[src/rtl/uart_block_packer_if.sv]
// Handshake and byte-stream bundle between the UART RX deserializer, the
// block packer and the Kuznechik cipher input.
interface uart_block_packer_if;
  logic [7:0]   rx_data;
  logic         rx_valid;
  logic         rx_error;
  logic [127:0] blk_data;
  logic         blk_valid;
  logic         blk_ready;
  logic [3:0]   byte_cnt;
  logic         overrun;
  logic         timeout;

  // Packer side: consumes bytes and the ready, produces the block and status
  modport slave (
    input  rx_data, rx_valid, rx_error, blk_ready,
    output blk_data, blk_valid, byte_cnt, overrun, timeout
  );

  // Environment side: produces bytes and the ready, observes the block
  modport master (
    output rx_data, rx_valid, rx_error, blk_ready,
    input  blk_data, blk_valid, byte_cnt, overrun, timeout
  );
endinterface

[src/rtl/uart_block_packer.sv]
// uart_block_packer: packs 16 UART bytes (first byte in the MSBs) into one
// 128-bit block, offers it under valid/ready and flags dropped bytes.
// Optional macro RX_TIMEOUT_EN: discard a partial block after
// TIMEOUT_CYCLES idle cycles and pulse timeout.
module uart_block_packer #(
  parameter int TIMEOUT_CYCLES = 86_800,
  parameter int CNT_W          = 17
) (
  input  logic                 clk,
  input  logic                 rst_n,
  uart_block_packer_if.slave   bus
);

  typedef enum logic {FILL, HOLD} state_t;

  state_t         state_q;
  logic [127:0]   shift_q;
  logic [3:0]     cnt_q;
  logic           vld_q;
  logic           ovr_q;
  logic           to_q;
  logic           timeout_hit;
  logic           byte_ok;

  // A byte is usable only when it arrives without a framing error
  assign byte_ok = bus.rx_valid && !bus.rx_error;

`ifdef RX_TIMEOUT_EN
  logic [CNT_W-1:0] idle_q;
  logic [CNT_W-1:0] idle_d;

  // Expiry is the idle edge that would bring the counter to TIMEOUT_CYCLES
  assign timeout_hit = (state_q == FILL) && (cnt_q != 4'd0) && !bus.rx_valid &&
                       !bus.rx_error && (idle_q == CNT_W'(TIMEOUT_CYCLES - 1));

  // Idle counter next state: clear on bytes, empty partial, errors and expiry
  always_comb begin
    idle_d = idle_q;
    if (state_q == FILL) begin
      if (bus.rx_valid || bus.rx_error || cnt_q == 4'd0 || timeout_hit)
        idle_d = '0;
      else
        idle_d = idle_q + 1'b1;
    end else if (byte_ok && bus.blk_ready) begin
      idle_d = '0;
    end
  end

  // Idle counter register
  always_ff @(posedge clk) begin
    if (!rst_n) idle_q <= '0;
    else        idle_q <= idle_d;
  end
`else
  assign timeout_hit = 1'b0;
`endif

  // Fill/hold state machine with registered block, count and status pulses
  always_ff @(posedge clk) begin
    if (!rst_n) begin
      state_q <= FILL;
      shift_q <= '0;
      cnt_q   <= 4'd0;
      vld_q   <= 1'b0;
      ovr_q   <= 1'b0;
      to_q    <= 1'b0;
    end else begin
      ovr_q <= 1'b0;
      to_q  <= 1'b0;
      case (state_q)
        FILL: begin
          if (bus.rx_error) begin
            cnt_q <= 4'd0;
            ovr_q <= 1'b1;
          end else if (bus.rx_valid) begin
            shift_q <= {shift_q[119:0], bus.rx_data};
            if (cnt_q == 4'd15) begin
              cnt_q   <= 4'd0;
              vld_q   <= 1'b1;
              state_q <= HOLD;
            end else begin
              cnt_q <= cnt_q + 4'd1;
            end
          end else if (timeout_hit) begin
            cnt_q <= 4'd0;
            to_q  <= 1'b1;
          end
        end
        HOLD: begin
          if (bus.blk_ready) begin
            vld_q   <= 1'b0;
            state_q <= FILL;
            // A clean byte in the handshake cycle opens the next block
            if (byte_ok) begin
              shift_q <= {shift_q[119:0], bus.rx_data};
              cnt_q   <= 4'd1;
            end else if (bus.rx_valid) begin
              ovr_q <= 1'b1;
            end
          end else if (bus.rx_valid) begin
            ovr_q <= 1'b1;
          end
        end
        default: state_q <= FILL;
      endcase
    end
  end

  assign bus.blk_data  = shift_q;
  assign bus.blk_valid = vld_q;
  assign bus.byte_cnt  = cnt_q;
  assign bus.overrun   = ovr_q;
  assign bus.timeout   = to_q;

endmodule

[src/flat_wrapper.sv]
// flat-port wrapper written by rule: the top's interface ports become plain ports
module uart_block_packer_flat 
#(
  parameter int TIMEOUT_CYCLES = 86_800,
  parameter int CNT_W          = 17
)
  (clk, rst_n, bus_rx_data, bus_rx_valid, bus_rx_error, bus_blk_ready, bus_blk_data, bus_blk_valid, bus_byte_cnt, bus_overrun, bus_timeout);
  uart_block_packer_if bus_i ();
  input  logic clk;
  input  logic rst_n;
  input wire logic [$bits(bus_i.rx_data)-1:0] bus_rx_data;
  input wire logic [$bits(bus_i.rx_valid)-1:0] bus_rx_valid;
  input wire logic [$bits(bus_i.rx_error)-1:0] bus_rx_error;
  input wire logic [$bits(bus_i.blk_ready)-1:0] bus_blk_ready;
  output wire logic [$bits(bus_i.blk_data)-1:0] bus_blk_data;
  output wire logic [$bits(bus_i.blk_valid)-1:0] bus_blk_valid;
  output wire logic [$bits(bus_i.byte_cnt)-1:0] bus_byte_cnt;
  output wire logic [$bits(bus_i.overrun)-1:0] bus_overrun;
  output wire logic [$bits(bus_i.timeout)-1:0] bus_timeout;
  assign bus_i.rx_data = bus_rx_data;
  assign bus_i.rx_valid = bus_rx_valid;
  assign bus_i.rx_error = bus_rx_error;
  assign bus_i.blk_ready = bus_blk_ready;
  assign bus_blk_data = bus_i.blk_data;
  assign bus_blk_valid = bus_i.blk_valid;
  assign bus_byte_cnt = bus_i.byte_cnt;
  assign bus_overrun = bus_i.overrun;
  assign bus_timeout = bus_i.timeout;
  uart_block_packer #(.TIMEOUT_CYCLES(TIMEOUT_CYCLES), .CNT_W(CNT_W)) u_core (.clk(clk), .rst_n(rst_n), .bus(bus_i));
endmodule
[config.mk]
export PLATFORM = sky130hd
export DESIGN_NAME = uart_block_packer_flat
export DESIGN_NICKNAME = d
export VERILOG_FILES = /design/src/rtl/uart_block_packer_if.sv /design/src/rtl/uart_block_packer.sv /design/src/flat_wrapper.sv
export SDC_FILE = /design/constraint.sdc
export NUM_CORES = 1
export LEC_CHECK = 0
export CORE_AREA = 2 2 108 110
export DETAILED_ROUTE_END_ITERATION = 16
export DIE_AREA = 0 0 110 112
export GPL_TIMING_DRIVEN = 0
export PLACE_DENSITY = 0.75
export RECOVER_POWER = 100
export SLEW_MARGIN = 20
export SYNTH_ARGS = -nofsm -noshare
export SYNTH_HDL_FRONTEND = slang
export SYNTH_SLANG_ARGS = --single-unit
[constraint.sdc]
create_clock -name clk -period 1.64 [get_ports clk]
set_input_delay 0.328 -clock clk [delete_from_list [all_inputs] [get_ports clk]]
set_output_delay 0.328 -clock clk [all_outputs]
set_load 0.1 [all_outputs]
-- Word level (Yosys, flattened, before mapping)
Cells that the tools add are included.
- divide/modulo/power cells: 0
- bitwise operators: 1
- add/sub/neg operators: 1
- $lt $le $gt $ge: 0
- reductions and logical operators: 5
- equal/unequal tests: 7
- mux-type cells: 26
- shift-type cells: 0
- multipliers: 0
- operator list (kind ; number):
    $mux W128 ; 4
    $pmux W128 S2 ; 1
    $mux W4 ; 5
    $mux W1 ; 12
    $ne A2 B2 Y1 const B ; 4
    $pmux W4 S2 ; 1
    $reduce_and A4 Y1 ; 2
    $pmux W1 S2 ; 3
    $add A4 B1 Y4 const B ; 1
    $eq A4 B4 Y1 const B ; 1
    $ne A3 B3 Y1 const B ; 1
    $reduce_and A3 Y1 ; 1
    $ne A2 B1 Y1 const B ; 1
    $logic_and A1 B1 Y1 ; 1
    $logic_not A1 Y1 ; 1
    $not A1 Y1 ; 1
- word-level logic and storage cells: 45
- input port bits: 13
- latch bits: 0
- bits in writable memories: 0
- memories: 0
- register bits: 135
- bits in read-only memories: 0

-- Logic depth before layout (Yosys ltp)
Gate-level depths: netlist (run 1).
- depth after elaboration: 5
- gate-level depth with buffers: 6
- depth with buffers taken out: 5

-- Worst setup path after synthesis (run 1)
No wires, ideal clock.
- path kind: reg2reg
- start: reg u_core.cnt_q[0], in the netlist u_core.bus.byte_cnt[0]
- end: reg u_core.cnt_q[3], in the netlist u_core.bus.byte_cnt[3]
- period minus slack after synthesis: 2007 ps
- setup slack: -367 ps
- stages on the path, launching flop included: 6
- data arrival time: 1891 ps
- buffers on the path: 0
- setup time: 116 ps
- data required time: 1524 ps
- cell sequence: dfxtp_1 > ha_1 > a21oi_1 > o21ai_0 > o21ai_0 > a31o_2
- longest elaborated chain between the ends: 5
- elaborated cells on any way between the ends: 6
- classes of those cells: add/sub: 1; eq/ne: 1; mux: 4
- RTL lines (what ; line ; source):
    from (decl) ; uart_block_packer.sv:18 ; logic [3:0] cnt_q;
    from (signal assigned) ; uart_block_packer.sv:82 ; cnt_q <= cnt_q + 4'd1;
    $add A4 B1 Y4 or $eq A4 B4 Y1 (tied branches) ; uart_block_packer.sv:82, uart_block_packer.sv:77 ;
    $mux W4 (*) ; uart_block_packer.sv:77 ; if (cnt_q == 4'd15) begin
    $mux W4 (*) ; uart_block_packer.sv:75 ; end else if (bus.rx_valid) begin
    $mux W4 (*) ; uart_block_packer.sv:72 ; if (bus.rx_error) begin
    $pmux W4 S2 (*) ; uart_block_packer.sv:70 ; case (state_q)
Every way passes the cells marked *; elsewhere a longest branch is shown, timed or not. The select of a mux whose other input is x is not followed.
A chain may end at the register's enable or synchronous reset.

-- Final worst setup path (run 1)
- start: reg u_core.shift_q[122], in the netlist u_core.bus.blk_data[122]
- end: out bus_blk_data[122]
- RTL lines (what ; line ; source):
    from (decl) ; uart_block_packer.sv:17 ; logic [127:0] shift_q;
    from (signal assigned) ; uart_block_packer.sv:76 ; shift_q <= {shift_q[119:0], bus.rx_data};
    from (signal assigned) ; uart_block_packer.sv:95 ; shift_q <= {shift_q[119:0], bus.rx_data};
    to (decl) ; flat_wrapper.sv:15 ; output wire logic [$bits(bus_i.blk_data)-1:0] bus_blk_data;
No word-level cell between the ends.

==> flow_summary.ini, run 1 <==
[setup_path]
ff2ff_path_depth = 6
critPathBufInv = 1
r2r-end = u_core.bus.blk_data[93]
crit_slowest_cell = clkdlybuf4s18_2
startpoint_type = register
critPathArrivalTime_ps = 1280
cp_max_fo = 2
path_class = reg2out
critPathRequiredTime_ps = 1310
regToRegSetupSlack_ps = 100
end_kind = output port
max_stage_delay_ps = 540
crit_chain = clkdlybuf4s18_2
cp_top_family = buffers and inverters
r2r-start = u_core.state_q

[detailed_routing]
firstDrtPassIters = 4
via_per_inst = 4.90
drtAntennaViolNets = 0
drt-initial-drc-count = 277
wl_per_cell_um = 14.1
vias = 4510
drc_errors = 0
wirelength_um = 12900

[global_routing]
grtUsageMet2_pct = 35.3
use_met3_pct = 7.49
grt_pass1_vias = 4372
track_usage_pct = 21.5
grt_overflow = 0
busiest_layer = met2
gr-usage-met1_pct = 25.5
grt_pass1_wl_um = 20700
antenna_found_initial = 0
grt_max_degree = 17

[synth]
ys_seq_area_share_pct = 56.3
syn_inst = 600
ys_ff_latch = 135
synth_cell_types = 24
avgSynthCellArea_um2 = 8.00
synth_area_um2 = 4800
yosysWarnings = 0
syn-num-nets = 614

[sta]
final_max_slew_viol_count = 0
rsz0062_at_grt = true
clock.fmax_mhz = 622
setup_viol = 0
skew_ps = 7.75
hold_viol = 0
min_period_ps = 1610
setup_tns_ps = 0
slew_headroom_pct = 63.5
tightest_slew_ps = 551
fin_crit_sh_pct = 98.1

[power]
power_mw = 7.33
vdd_drop_max_v = 0.000498
power.density_nw_per_um2 = 1150
p_leak_nw = 2.62

[place]
port_buffers = 146
dpl_cell_area_um2 = 6450
gp_routability_congestion = 0.766
dpl.hpwl_um = 9320
dp_cells = 889

[min_path]
min_path_type = in2reg
min_to = u_core.bus.blk_data[0]
whs_path_depth = 3
min-delay-start = bus_rx_data[0]

[floorplan]
die_area_um2 = 12300
start_util_pct = 43.0
fp.dieW_um = 110
core_um2 = 11200
die_h_um = 112
io-pin-count = 148
num_rows = 39

[final_layout]
finalInstanceArea_um2 = 6370
layout.cells.non_filler = 920
area_growth_pct = 32.7
fin_nets = 778
drive_gt1_share_pct = 26.3
diodes = 0
regArea_um2 = 2710
multi_input_area_um2 = 1800
fillCellCount = 1052

[clock_network]
cts_tree = yes
cts_buffers = 17
cts_root_buf = clkbuf_16
clk_pin_slew_ps = 60
cts_sinks = 135
worstSkewPairLatency_ps = 420
cts_hold_buf = 0
cts_max_level = 4
clock_path_buffers = 2

[run]
cap_violations = 0

[status]
status = complete, no violations
metrics by stage:
step | hold WS, ps | utilization [%] | worst slack (ps)
2_1_floorplan | 427 | - | 42.4
3_3_place_gp | 443 | 57.7 | -432
3_5_place_dp | 453 | 57.7 | -483
4_1_cts | 447 | 57.1 | 0.340
5_1_grt | 468 | 57.0 | -17.1
6_report | 459 | 57.0 | 31.2
flip-flops by register name, summed over array words and instances (netlist names):
name	count
u_core.bus.blk_data	128
u_core.bus.byte_cnt	4
u_core.bus.blk_valid	1
u_core.bus.overrun	1
u_core.state_q	1
cell usage after synthesis:
master	number	share of area (%)
o221a_2	1	0.23
nor2_1	9	0.70
o21ai_0	3	0.31
or3_1	1	0.13
buf_2	13	1.4
a21o_1	1	0.16
nand2_1	257	20
and2b_4	1	0.21
nand3_1	2	0.21
ha_1	1	0.26
inv_1	2	0.16
a211oi_1	2	0.31
clkinv_1	1	0.078
a31o_2	1	0.18
nand2b_1	3	0.39
buf_4	4	0.63
nand4_1	2	0.26
or2_4	1	0.18
a21oi_1	132	14
clkbuf_1	14	1.1
buf_6	12	2.8
conb_1	1	0.078
dfxtp_1	135	56
nor3_1	1	0.10
layer usage:
metal / up-vias / wire length [um]
li1: 2269 / -
met1: 2081 / 5450
met2: 145 / 6260
met3: 15 / 1060
met4: 0 / 163
met5: - / 0
where the power goes:
group	switching [mW]	internal, mW
Clock	1.45	2.13
Sequential	0.0162	3.30
Combinational	0.331	0.114
Total	1.79	5.54
worst register-to-register path, delay by kind of cell (launching register included):
| family | cells | cell delay [ps] |
|---|---|---|
| buf+inv | 2 | 430 |
| flops | 1 | 450 |
| compound gates | 1 | 160 |
| simple gates | 3 | 420 |
layout make-up:
type	count	area share (%)
clock buffer	18	6.90
buffer	42	4.68
multi-input combinational	419	28.3
timing repair buffer	146	12.6
tap	143	2.81
inverter	3	0.236
clock inverter	14	1.96
sequential	135	42.5
worst max-delay path by stage:
| stage | from | end | slack (ps) | cells after the start |
|---|---|---|---|---|
| finish | u_core.bus.blk_data[122] | bus_blk_data[122] | 30 | 1 |
| global route | bus_blk_ready | u_core.bus.blk_data[16] | -20 | 7 |
| CTS | u_core.bus.blk_data[124] | bus_blk_data[124] | 0.3 | 1 |
| detailed placement | bus_blk_ready | u_core.bus.blk_data[5] | -480 | 7 |
| global placement | rst_n | u_core.bus.blk_data[32] | -430 | 5 |
| floorplan | u_core.bus.byte_cnt[1] | u_core.bus.byte_cnt[3] | 40 | 5 |
kinds of logic after synthesis:
group	after synthesis	synth area share [%]
other cells	1	0.0781
simple gates	277	22.3
fa+ha+maj	1	0.261
buf+inv	46	6.12
flops	135	56.3
compound gates	140	15.0
repair_timing:
action,in CTS,in global routing
resized for setup,660,19
buffers inserted,0,0
setup endpoints to repair,175,35
cells in the final DEF (no fill, tap or decap), types with 3 or more instances in the layout:
master / count
dfxtp_2: 4
o21ai_0: 3
dfxtp_1: 131
a21oi_1: 132
clkbuf_16: 17
clkbuf_1: 13
clkbuf_2: 25
inv_6: 3
buf_4: 5
buf_2: 111
clkdlybuf4s50_1: 12
clkinv_2: 4
clkinvlp_4: 4
nand2b_1: 3
nor2_1: 9
nand2_1: 257
clkbuf_4: 9
buf_6: 11
clkinv_4: 3
(Power assumes the default switching activity.)
==> run 2, diff against run 1 <==
--- a/config.mk
+++ b/config.mk
@@ -5,11 +5,12 @@
 export SDC_FILE = /design/constraint.sdc
 export NUM_CORES = 1
 export LEC_CHECK = 0
-export CORE_AREA = 2 2 108 110
+export ABC_AREA = 1
+export CORE_AREA = 2 2 115 117
 export DETAILED_ROUTE_END_ITERATION = 16
-export DIE_AREA = 0 0 110 112
+export DIE_AREA = 0 0 117 119
 export GPL_TIMING_DRIVEN = 0
-export PLACE_DENSITY = 0.75
+export PLACE_DENSITY = 0.69
 export RECOVER_POWER = 100
 export SLEW_MARGIN = 20
 export SYNTH_ARGS = -nofsm -noshare
==> run 2 against run 1 <==
Net effect:
- worst setup slack gained 6.4 ps
- first-iteration DRC count rose by 48%
- combinational power is 3% lower
- core utilization decreased by 5.9 points
- clock power grew 1%
- sequential cell count unchanged
- hold slack improved by 7.2 ps
- sequential power barely moved
- non-clock buffer count up 14
- power increased by 0.44%
- critical path type unchanged
==> flow_summary.ini, run 2 <==
[clock_network]
clock_path_buffers = 2
cts_sinks = 135
cts_buffers = 17
cts_root_buf = clkbuf_16
cts_max_level = 4
postCtsSetupRepairBufs = 0
worstSkewPairLatency_ps = 410
cts_tree = yes
clk_pin_slew_ps = 60

[sta]
whs_ps = 467
clock.fmax_mhz = 624
fin_crit_sh_pct = 97.7
final_max_slew_viol_count = 0
min_period_ps = 1600
rsz0062_at_grt = false
hold_viol = 0
tightest_slew_ps = 577
slew_headroom_pct = 61.7
skew_ps = 6.25
setup_viol = 0

[synth]
synthArstFlopShare_pct = 0
synth_top_area_share_pct = 54.2
ys_seq_area_share_pct = 54.2
synth_ff_type = dfxtp_1
yosys-top-cells-count = nand2_1, dfxtp_1, a21oi_1
avgSynthCellArea_um2 = 7.98
synth_area_leaders = dfxtp_1, a21oi_1, nand3_1, nand2_1, buf_2
synth_edf_count = 0
ys_ff_latch = 135
synthMostInstantiatedCell = nand2_1
syn-num-nets = 639
syn_inst = 625
synth_top_cell_by_area = dfxtp_1
synth_area_um2 = 4990
synth_cell_types = 17
yosysWarnings = 0

[setup_path]
max_stage_delay_ps = 540
r2r-start = u_core.state_q
critPathCapture = bus_blk_data[123]
critPathRequiredTime_ps = 1310
cp_max_fo = 2
path_depth = 1
cp_top_family = buffers and inverters
r2r-end = u_core.bus.blk_data[21]
end_kind = output port
crit_chain = clkdlybuf4s18_2
startpoint_type = register
crit_slowest_cell = clkdlybuf4s18_2
path_class = reg2out
critPathBufInv = 1
crit_start = u_core.bus.blk_data[123]
critPathArrivalTime_ps = 1270
ff2ff_path_depth = 5
regToRegSetupSlack_ps = 220

[final_layout]
utilization_pct = 51.1
fin_nets = 803
final_cell_mix = nand2_1, a21oi_1, nand3_1, dfxtp_1, buf_2
area_growth_pct = 31.9
largest_reg_flops = 128
final_common_cell = nand2_1
layout.cells.non_filler = 979
drive_gt1_share_pct = 25.8

[power]
p_leak_nw = 2.62
vdd_drop_max_v = 0.000612
power_mw = 7.37
power.density_nw_per_um2 = 1120

[detailed_routing]
drt-initial-drc-count = 411
via_per_inst = 5.13
wirelength_um = 14500
firstDrtPassIters = 7
drc_errors = 0
vias = 5025
drtAntennaViolNets = 0
wl_per_cell_um = 14.8

[floorplan]
fp.dieW_um = 117
start_util_pct = 38.7
die_h_um = 119
io-pin-count = 148
core_um2 = 12900
num_rows = 42
die_area_um2 = 13900

[min_path]
min_path_type = reg2reg

[global_routing]
grt_pass1_wl_um = 23300
grt_overflow = 0
track_usage_pct = 20.9
grt_pass1_vias = 4607
grt_max_degree = 17
antenna_found_initial = 1

[place]
dpl.hpwl_um = 10000
gp_routability_congestion = 0.840
port_buffers = 146
dp_cells = 947

[run]
cap_violations = 0

[status]
status = complete, no violations
-- run 2: power breakdown --
part / internal [mW] / switching, mW
Clock: 2.24 / 1.38
Sequential: 3.30 / 0.0173
Combinational: 0.102 / 0.331
Total: 5.64 / 1.72
-- run 2: logic make-up after synthesis --
group           synth area share (%)
buf+inv                         6.57
fa+ha+maj                      0.251
flops                           54.2
simple gates                    25.3
compound gates                  13.6
other cells                   0.0752
-- run 2: worst reg2reg max path: stages (launching register included) --
cell and delay [ps]:
dfxtp_1 360, nand2_2 130, buf_2 290, clkbuf_2 290, nand3_1 130, a21oi_1 160
-- run 2: stage by stage --
step | TNS, ps | cell area [um2] | setup slack, ps
after floorplan | 0 | 4990 | 56.5
after global placement | -66420 | 6670 | -425
after detailed placement | -71580 | 6670 | -487
after CTS | 0 | 6590 | 2.74
after global routing | 0 | 6580 | 1.64
final | 0 | 6580 | 37.6
-- run 2: metal layers --
| layer | GRT usage (%) | wire (um) | share of wire [%] | vias to the layer above |
|---|---|---|---|---|
| met2 | 31.4 | 6570 | 45 | 186 |
| met4 | 6.03 | 191 | 1.3 | 0 |
| met3 | 6.56 | 1100 | 7.6 | 19 |
| li1 | - | - | - | 2448 |
| met1 | 28.8 | 6600 | 46 | 2372 |
| met5 | 0 | 0 | 0 | - |
-- run 2: worst min path at each step --
stage / from / depth (start not counted) / slack [ps] / end
after CTS: u_core.bus.blk_data[120] / 2 / 470 / u_core.bus.blk_data[120]
after global routing: u_core.bus.blk_data[127] / 2 / 480 / u_core.bus.blk_data[127]
after global placement: u_core.bus.blk_data[126] / 2 / 450 / u_core.bus.blk_data[126]
after detailed placement: u_core.bus.blk_data[126] / 2 / 460 / u_core.bus.blk_data[126]
final: u_core.bus.blk_data[120] / 2 / 470 / u_core.bus.blk_data[120]
after floorplan: rst_n / 2 / 440 / u_core.bus.byte_cnt[0]
-- run 2: timing repair --
item                       CTS  global route
gates resized for setup    664             8
pin swaps                    0             0
setup endpoints to repair  214           113
hold buffers                 0             0
-- run 2: layout make-up --
class | count | area [um2]
timing repair buffer | 146 | 801
buffer | 56 | 298
clock inverter | 7 | 68.8
tap | 176 | 220
clock buffer | 25 | 495
inverter | 7 | 30.0
fill | 1304 | 6300
multi-input combinational | 426 | 1960
sequential | 135 | 2710
antenna | 1 | 2.50
